[src/rtl/sprite_draw_scheduler_pkg.sv]
// Shared definitions for the sprite draw scheduler: field widths and FSM state encoding.
package sprite_draw_scheduler_pkg;

  localparam int X_W        = 10;
  localparam int Y_W        = 10;
  localparam int PIX_ADDR_W = 10;

  typedef enum logic [2:0] {
    S_IDLE       = 3'd0,
    S_LAUNCH     = 3'd1,
    S_WAIT_START = 3'd2,
    S_WAIT_DONE  = 3'd3,
    S_RELEASE    = 3'd4
  } state_t;

endpackage

[src/rtl/sprite_draw_scheduler_rr_arbiter.sv]
// Round-robin arbiter: picks the first set request at or after ptr, wrapping N-1 -> 0.
module sprite_draw_scheduler_rr_arbiter #(
  parameter int N     = 4,
  parameter int IDX_W = $clog2(N)
) (
  input  logic [N-1:0]     req,
  input  logic [IDX_W-1:0] ptr,
  output logic [N-1:0]     gnt,
  output logic [IDX_W-1:0] gnt_idx,
  output logic             any
);

  // cand[k] is the requester index sitting k places after the pointer
  logic [IDX_W-1:0] cand [N];

  for (genvar k = 0; k < N; k++) begin : g_cand
    assign cand[k] = IDX_W'((int'(ptr) + k) % N);
  end

  always_comb begin
    gnt_idx = '0;
    any     = 1'b0;
    for (int k = 0; k < N; k++) begin
      if (!any && req[cand[k]]) begin
        any     = 1'b1;
        gnt_idx = cand[k];
      end
    end
    gnt = any ? (N'(1) << gnt_idx) : '0;
  end

endmodule

[src/rtl/sprite_draw_scheduler.sv]
// Shares one draw_sprite unit between N_REQ requesters; round-robin grant, latched launch, watchdog abort.
module sprite_draw_scheduler
  import sprite_draw_scheduler_pkg::*;
#(
  parameter int N_REQ   = 4,
  parameter int SID_W   = 2,
  parameter int TIMEOUT = 2047
) (
  input  logic                        clk,
  input  logic                        reset_n,
  input  logic                        enable,
  input  logic [N_REQ-1:0]            req,
  input  logic [X_W*N_REQ-1:0]        x_pos_flat,
  input  logic [Y_W*N_REQ-1:0]        y_pos_flat,
  input  logic [SID_W*N_REQ-1:0]      sid_flat,
  input  logic                        draw_done,
  input  logic [PIX_ADDR_W-1:0]       pix_addr,
  output logic                        draw_plot,
  output logic [X_W-1:0]              draw_x,
  output logic [Y_W-1:0]              draw_y,
  output logic [SID_W+PIX_ADDR_W-1:0] rom_addr,
  output logic [N_REQ-1:0]            done,
  output logic                        busy,
  output logic                        err
);

  localparam int IDX_W = $clog2(N_REQ);
  localparam int WD_W  = $clog2(TIMEOUT + 1);

  state_t             state, state_nx;
  logic [IDX_W-1:0]   rr_ptr, idx_q, gnt_idx;
  logic [N_REQ-1:0]   gnt, gnt_q;
  logic               gnt_any, grant, in_wait, wd_expired;
  logic [SID_W-1:0]   sid_q;
  logic [WD_W-1:0]    wd_cnt;

  sprite_draw_scheduler_rr_arbiter #(.N(N_REQ), .IDX_W(IDX_W)) u_rr_arbiter (
    .req     (req),
    .ptr     (rr_ptr),
    .gnt     (gnt),
    .gnt_idx (gnt_idx),
    .any     (gnt_any)
  );

  // draw_done low in IDLE means the unit is still finishing something: hold off
  assign grant      = (state == S_IDLE) && enable && gnt_any && draw_done;
  assign in_wait    = (state == S_WAIT_START) || (state == S_WAIT_DONE);
  assign wd_expired = in_wait && (wd_cnt == WD_W'(TIMEOUT - 1));
  assign rom_addr   = {sid_q, pix_addr};

  always_ff @(posedge clk or posedge reset_n) begin
    if (reset_n) state <= S_IDLE;
    else         state <= state_nx;
  end

  always_comb begin
    state_nx = state;
    unique case (state)
      S_IDLE:       if (grant) state_nx = S_LAUNCH;
      S_LAUNCH:     state_nx = S_WAIT_START;
      S_WAIT_START: if (wd_expired) state_nx = S_RELEASE;
                    else if (!draw_done) state_nx = S_WAIT_DONE;
      S_WAIT_DONE:  if (wd_expired || draw_done) state_nx = S_RELEASE;
      S_RELEASE:    state_nx = S_IDLE;
      default:      state_nx = S_IDLE;
    endcase
  end

  always_comb begin
    draw_plot = 1'b0;
    busy      = 1'b1;
    done      = '0;
    unique case (state)
      S_IDLE:    busy      = 1'b0;
      S_LAUNCH:  draw_plot = 1'b1;
      S_RELEASE: done      = gnt_q;
      default: ;
    endcase
  end

  always_ff @(posedge clk or posedge reset_n) begin
    if (reset_n) begin
      rr_ptr <= '0;
      idx_q  <= '0;
      gnt_q  <= '0;
      draw_x <= '0;
      draw_y <= '0;
      sid_q  <= '0;
      wd_cnt <= '0;
      err    <= 1'b0;
    end else begin
      // capture on the grant edge so later input changes cannot disturb the draw
      if (grant) begin
        idx_q  <= gnt_idx;
        gnt_q  <= gnt;
        draw_x <= x_pos_flat[X_W*int'(gnt_idx) +: X_W];
        draw_y <= y_pos_flat[Y_W*int'(gnt_idx) +: Y_W];
        sid_q  <= sid_flat[SID_W*int'(gnt_idx) +: SID_W];
      end
      if (state == S_LAUNCH) wd_cnt <= '0;
      else if (in_wait)      wd_cnt <= wd_cnt + 1'b1;
      if (wd_expired) err <= 1'b1;
      if (state == S_RELEASE)
        rr_ptr <= (idx_q == IDX_W'(N_REQ - 1)) ? '0 : idx_q + 1'b1;
    end
  end

endmodule

[config.mk]
export PLATFORM = sky130hd
export DESIGN_NAME = sprite_draw_scheduler
export DESIGN_NICKNAME = d
export VERILOG_FILES = /design/src/rtl/sprite_draw_scheduler_pkg.sv /design/src/rtl/sprite_draw_scheduler_rr_arbiter.sv /design/src/rtl/sprite_draw_scheduler.sv
export SDC_FILE = /design/constraint.sdc
export NUM_CORES = 1
export LEC_CHECK = 0
export ABC_AREA = 1
export ABC_CLOCK_PERIOD_IN_PS = 3470
export CORE_MARGIN = 2
export CORE_UTILIZATION = 40
export CTS_BUF_LIST = sky130_fd_sc_hd__clkbuf_8 sky130_fd_sc_hd__clkbuf_16
export DETAILED_ROUTE_END_ITERATION = 10
export GPL_TIMING_DRIVEN = 1
export PLACE_DENSITY = 0.76
export SKIP_LAST_GASP = 1
export SLEW_MARGIN = 0
export SYNTH_ARGS = -nofsm -noshare
export SYNTH_HDL_FRONTEND = slang
export SYNTH_SLANG_ARGS = --single-unit
export TNS_END_PERCENT = 1
[constraint.sdc]
create_clock -name clk -period 3.47 [get_ports clk]
set_input_delay 0.5205 -clock clk [delete_from_list [all_inputs] [get_ports clk]]
set_output_delay 0.5205 -clock clk [all_outputs]
set_load 0.02 [all_outputs]
# Word-level counts from Yosys, hierarchy flattened
# Cells that the tools add are included.
# totals
regBits	45
input_bits	106
output_inout_bits	39
elab_cells	75
# classes
add_sub_neg	5
multipliers	1
magnitude_cmp	4
n_eq_ne	9
n_shift	4
n_mux	28
n_reduce_logical	15
# op_table
operator	n
$shiftx 40x32->10	1
$shiftx 40x7->10	1
$mux 11	2
$lt 2x3->1 const B	4
$mux 3	4
$pmux 3 s4	1
$add 11x1->11 const B	1
$eq 11x11->1 const B	1
$mux 1	10
$mux 2	5
$bmux 1 s2	4
$mux 4	2
$shiftx 8x4->2	1
$logic_and 1x1->1	7
$eq 3x2->1 const B	2
$mul 3x2->5 const A	1
$add 2x1->2 const B	2
$add 2x2->2 const B	2
$shl 1x2->4 const A	1
$eq 3x1->1 const B	1
$eq 3x3->1 const B	1
$logic_not 1->1	3
$logic_not 3->1	1
$ne 3x3->1 const B	1
other kinds (6)	7

# Longest topological paths before layout
# logic_depth
ltp_word	16
depth_mapped	16
mapped_depth_nobuf	15

# Hierarchy
# A second synthesis with hierarchy kept.
# unflattened
hier_cells	463
area_unflattened_um2	3083.0
# by_module_without_submodules
mod	instances	cells_per_inst	area_per_inst_um2	seq_area_each_um2
sprite_draw_scheduler	1	389	2717.6	1126.1
sprite_draw_scheduler_rr_arbiter	1	74	365.4	0.0

# Least setup slack after synthesis
# OpenSTA, ideal clock, no wires.
# synth_path
path_type	input -> register
from	in req[3]
to	reg draw_x[0]
setup_time_ps	116
t_arrival_ps	1677
required_time_ps	3354
slack_ps	1677
cell_stages	12
path_buffers	2
path_cell_list	inv_1 nand2_1 nand3_1 nand2_2 nor2_4 nand3_4 nand2_4 inv_2 buf_2 buf_4 nand2_1 nand2_1
# synth_via
elab_chain_len	14
word_cells_on_any_way	26
classes_between	mul (1); shift (1); mux (16); reduce/logical (8)
# synth_lines
element	line_no	source
from (decl)	sprite_draw_scheduler.sv:12	input logic [N_REQ-1:0] req,
$bmux 1 s2	sprite_draw_scheduler_rr_arbiter.sv:24	if (!any && req[cand[k]]) begin
$mux 1 (implied by the code)	sprite_draw_scheduler_rr_arbiter.sv:24	
$mux 1	sprite_draw_scheduler_rr_arbiter.sv:24	
$logic_not 1->1	sprite_draw_scheduler_rr_arbiter.sv:24	
$logic_and 1x1->1	sprite_draw_scheduler_rr_arbiter.sv:24	
$mux 1	sprite_draw_scheduler_rr_arbiter.sv:24	
$logic_not 1->1	sprite_draw_scheduler_rr_arbiter.sv:24	
$logic_and 1x1->1	sprite_draw_scheduler_rr_arbiter.sv:24	
$mux 1	sprite_draw_scheduler_rr_arbiter.sv:24	
$logic_not 1->1	sprite_draw_scheduler_rr_arbiter.sv:24	
$logic_and 1x1->1	sprite_draw_scheduler_rr_arbiter.sv:24	
$mux 2 / $mux 1 (equally long branches)	sprite_draw_scheduler_rr_arbiter.sv:24	
$mul 3x2->5 / $logic_and 1x1->1 (equally long branches)	sprite_draw_scheduler.sv:96, sprite_draw_scheduler.sv:46	
$shiftx 40x32->10 / $logic_and 1x1->1 (equally long branches)	sprite_draw_scheduler.sv:96, sprite_draw_scheduler.sv:46	
to (signal assigned)	sprite_draw_scheduler.sv:96	draw_x <= x_pos_flat[X_W*int'(gnt_idx) +: X_W];
to (decl)	sprite_draw_scheduler.sv:19	output logic [X_W-1:0] draw_x,
# Parallel ways exist; a longest one is shown, timed or not. The select of a mux whose other input is x is not followed.
# A chain may end at the register's enable or synchronous reset.

# Worst setup path in the final report
# layout_path
from	reg rr_ptr[0]
to	reg draw_y[1]
# layout_via
elab_chain_len	14
word_cells_on_any_way	29
classes_between	add/sub (3); mul (1); shift (1); mux (16); reduce/logical (8)
# layout_lines
element	line_no	source
from (decl)	sprite_draw_scheduler.sv:31	logic [IDX_W-1:0] rr_ptr, idx_q, gnt_idx;
from (signal assigned)	sprite_draw_scheduler.sv:104	rr_ptr <= (idx_q == IDX_W'(N_REQ - 1)) ? '0 : idx_q + 1'b1;
parallel branches: the longest is 14 deep, another holds $mul 3x2->5	-	
to (signal assigned)	sprite_draw_scheduler.sv:97	draw_y <= y_pos_flat[Y_W*int'(gnt_idx) +: Y_W];
to (decl)	sprite_draw_scheduler.sv:20	output logic [Y_W-1:0] draw_y,
# Parallel ways; which one is timed is not known. The select of a mux whose other input is x is not followed.

==> impl_metrics.env <==
export IMPL_status="finished, final reports clean"
export IMPL_clockRootBuffer="clkbuf_8"
export IMPL_cts_tree="built"
export IMPL_die_w_um=96.2
export IMPL_criticalPathCategory="flip-flop to flip-flop"
export IMPL_hold_viol=0
export IMPL_numClockSinks=45
export IMPL_fillers=781
export IMPL_wl_um=10200
export IMPL_fin_crit_sh_pct=77.3
export IMPL_yosysUniqueCellTypes=30
export IMPL_antenna_left=0
export IMPL_hpwl_um=7520
export IMPL_grt_pass1_vias=3633
export IMPL_dr_pass1_iters=5
export IMPL_grt_setup_unrepaired="no"
export IMPL_timing_max_slew_rel_slack_pct=37.0
export IMPL_fp_row_count=33
export IMPL_cap_violations=0
export IMPL_nNetsFinal=750
export IMPL_multi_input_area_sq_um=1750
export IMPL_vias=3823
export IMPL_start_kind="flip-flop"
export IMPL_cp_data_required_time_ps=3670
export IMPL_peakVddDrop_mv=0.516
export IMPL_highest_layer="met4"
export IMPL_syn_to_final_growth_pct=37.1
export IMPL_end_kind="flip-flop"
export IMPL_coreArea_sq_um=8220
export IMPL_syn_nets=650
export IMPL_crit_path_frequent_cell="nand2_1"
export IMPL_fin_crit_ps=2680
export IMPL_io_buffers=124
export IMPL_wire_per_inst_um=13.6
export IMPL_p_leak_nw=2.48
export IMPL_yosysWarnings=0
export IMPL_fin_tns_setup_ps=0
export IMPL_min_delay_start="err$_DFFE_PP0P_"
export IMPL_whs_path_depth=1
export IMPL_finClkSkew_ps=13.6
export IMPL_critPathLaunch="rr_ptr[0]$_DFFE_PP0N_"
export IMPL_ys_seq_elements=45
export IMPL_worst_hold_path_type="flip-flop to flip-flop"
export IMPL_hold_buffers=0
export IMPL_cp_max_fo=45
export IMPL_wl_met1_um=4200
export IMPL_r2r_start="rr_ptr[0]$_DFFE_PP0N_"
export IMPL_cpPeakStageDelay_ps=590
export IMPL_seqCellArea_sq_um=1130
export IMPL_cts_setup_buffers=0
export IMPL_worst_pin_slew_ps=944
export IMPL_finalWeightedCongestion=0.934
export IMPL_num_antenna_cells=0
export IMPL_cts_resized_gates=0
export IMPL_postSynthCellCount=541
export IMPL_crit_chain="inv_2 -> nand2_1 -> nand3_1 -> nand2_2 -> inv_2 -> nand3_2 -> nand3_4 -> nand2_1 -> nand3_1 -> nand2_1 -> nand2_1 -> nand2_1"
export IMPL_cts_buffers=5
export IMPL_power_density_nw_per_um2=868
export IMPL_gr_total_overflow=0
export IMPL_grtUsageTotal_pct=23.5
export IMPL_ff2ff_setup_slack_ps=790
export IMPL_initial_core_util_pct=41.3
export IMPL_drc=0
export IMPL_dr_wl_met3_um=753
export IMPL_wl_met2_um=4970
export IMPL_ys_seq_area_share_pct=33.1
export IMPL_dieArea_sq_um=9250
export IMPL_drtIter0Drc=184
export IMPL_setup_violations=0
export IMPL_cpMaxStageDelayCell="nand3_4"
export IMPL_synth_area_sq_um=3400
export IMPL_path_clk_slew_ps=90
export IMPL_ioPinCount=145
export IMPL_arrival_ps=2880
export IMPL_insertion_delay_ps=300
export IMPL_clk_path_buf_depth=2
export IMPL_grt_max_degree=46
export IMPL_drive_gt1_share_pct=4.05
export IMPL_drv_slew=0
export IMPL_r2r_cells=12
export IMPL_avgViaCountPerCell=5.12
export IMPL_avgSynthCellArea_sq_um=6.28
export IMPL_placed_cell_area_sq_um=4580
export IMPL_timing_fmax_mhz=373
export IMPL_die_y_um=96.2
export IMPL_grt_pass1_wl_um=17100
export IMPL_antenna_found_initial=0
export IMPL_final_area_sq_um=4660
export IMPL_h_tree_depth=2
synthesized netlist by cell type, drive strengths merged:
library cell / n / area (sq um)
inv: 77 / 289
nand2: 236 / 903
o22ai: 2 / 12.5
a21oi: 9 / 45.0
a22oi: 1 / 7.51
ha: 3 / 37.5
nor2: 20 / 82.6
nor4: 1 / 6.26
a211oi: 1 / 7.51
clkbuf: 4 / 15.0
a31oi: 2 / 12.5
o21ai: 12 / 60.1
nor3b: 1 / 7.51
o21bai: 1 / 7.51
nand3: 41 / 235
nor3: 4 / 20.0
or2: 1 / 6.26
o31ai: 1 / 7.51
dfrtp: 45 / 1130
nand4: 47 / 294
buf: 32 / 214
layout make-up:
| class | instances | share of cell area [%] |
|---|---|---|
| multi-input combinational | 383 | 37.6 |
| timing repair buffer | 129 | 27.5 |
| sequential | 45 | 24.2 |
| inverter | 77 | 6.20 |
| tap | 105 | 2.82 |
| clock buffer | 5 | 1.48 |
| clock inverter | 3 | 0.242 |
where the power goes:
part	internal, mW	switching [mW]	leakage [nW]	total (mW)
Clock	0.135	0.177	0.0519	0.312
Sequential	0.707	0.142	0.583	0.849
Combinational	1.00	1.88	1.84	2.88
flip-flops by register name (all words and copies together), names as in the netlist:
| signal | count |
|---|---|
| err | 1 |
| rr_ptr | 2 |
| wd_cnt | 11 |
| idx_q | 2 |
| sid_q | 2 |
| state | 3 |
| draw_y | 10 |
| gnt_q | 4 |
| draw_x | 10 |
cell usage in the layout (no fill, tap or decap), drive strengths merged:
cell           instances
nand2                236
or2                    1
nor2                  20
dfrtp                 45
buf                    5
o21ai                 12
ha                     3
o31ai                  1
a22oi                  1
nand4                 47
o21bai                 1
a211oi                 1
clkbuf                 5
nor4                   1
nand3                 41
a21oi                  9
inv                   80
a31oi                  2
nor3                   4
nor3b                  1
o22ai                  2
clkdlybuf4s50        124
metrics by stage:
stage	power (mW)	hold slack, ps	util (%)	instances	setup WS [ps]
floorplan	3.03	457	-	541	1680
global placement	3.64	454	55.7	739	587
detailed placement	3.72	472	55.7	739	519
CTS	4.04	490	56.7	747	804
global route	4.50	502	56.7	747	433
finish	4.05	479	56.7	747	787
cells by family (layout without fill, tap and decap cells):
group,after synthesis,after routing,synth area share (%)
AND/OR/NAND/NOR,351,351,45.8
adder cells (fa/ha/maj),3,3,1.11
flip-flops,45,45,33.1
buffers and inverters,113,214,15.2
AO/OA/AOI/OAI,29,29,4.71
routing by layer:
layer	up-vias	track usage, %
met5	-	0
met3	17	4.70
li1	1899	-
met2	177	38.7
met1	1730	30.0
met4	0	9.40
critical path: cells and delay by family, from the launching register on:
| kind | cells | cell delay (ps) |
|---|---|---|
| buffers and inverters | 2 | 280 |
| DFF | 1 | 510 |
| and+or+nand+nor | 10 | 1770 |
final timing paths:
kind,end
max,draw_y[1]$_DFFE_PP0P_
max reg2reg,draw_y[1]$_DFFE_PP0P_
max in group asynchronous,rr_ptr[1]$_DFFE_PP0N_
min in group asynchronous,draw_y[2]$_DFFE_PP0P_
min,err$_DFFE_PP0P_
min reg2reg,err$_DFFE_PP0P_
(Power assumes the default switching activity.)
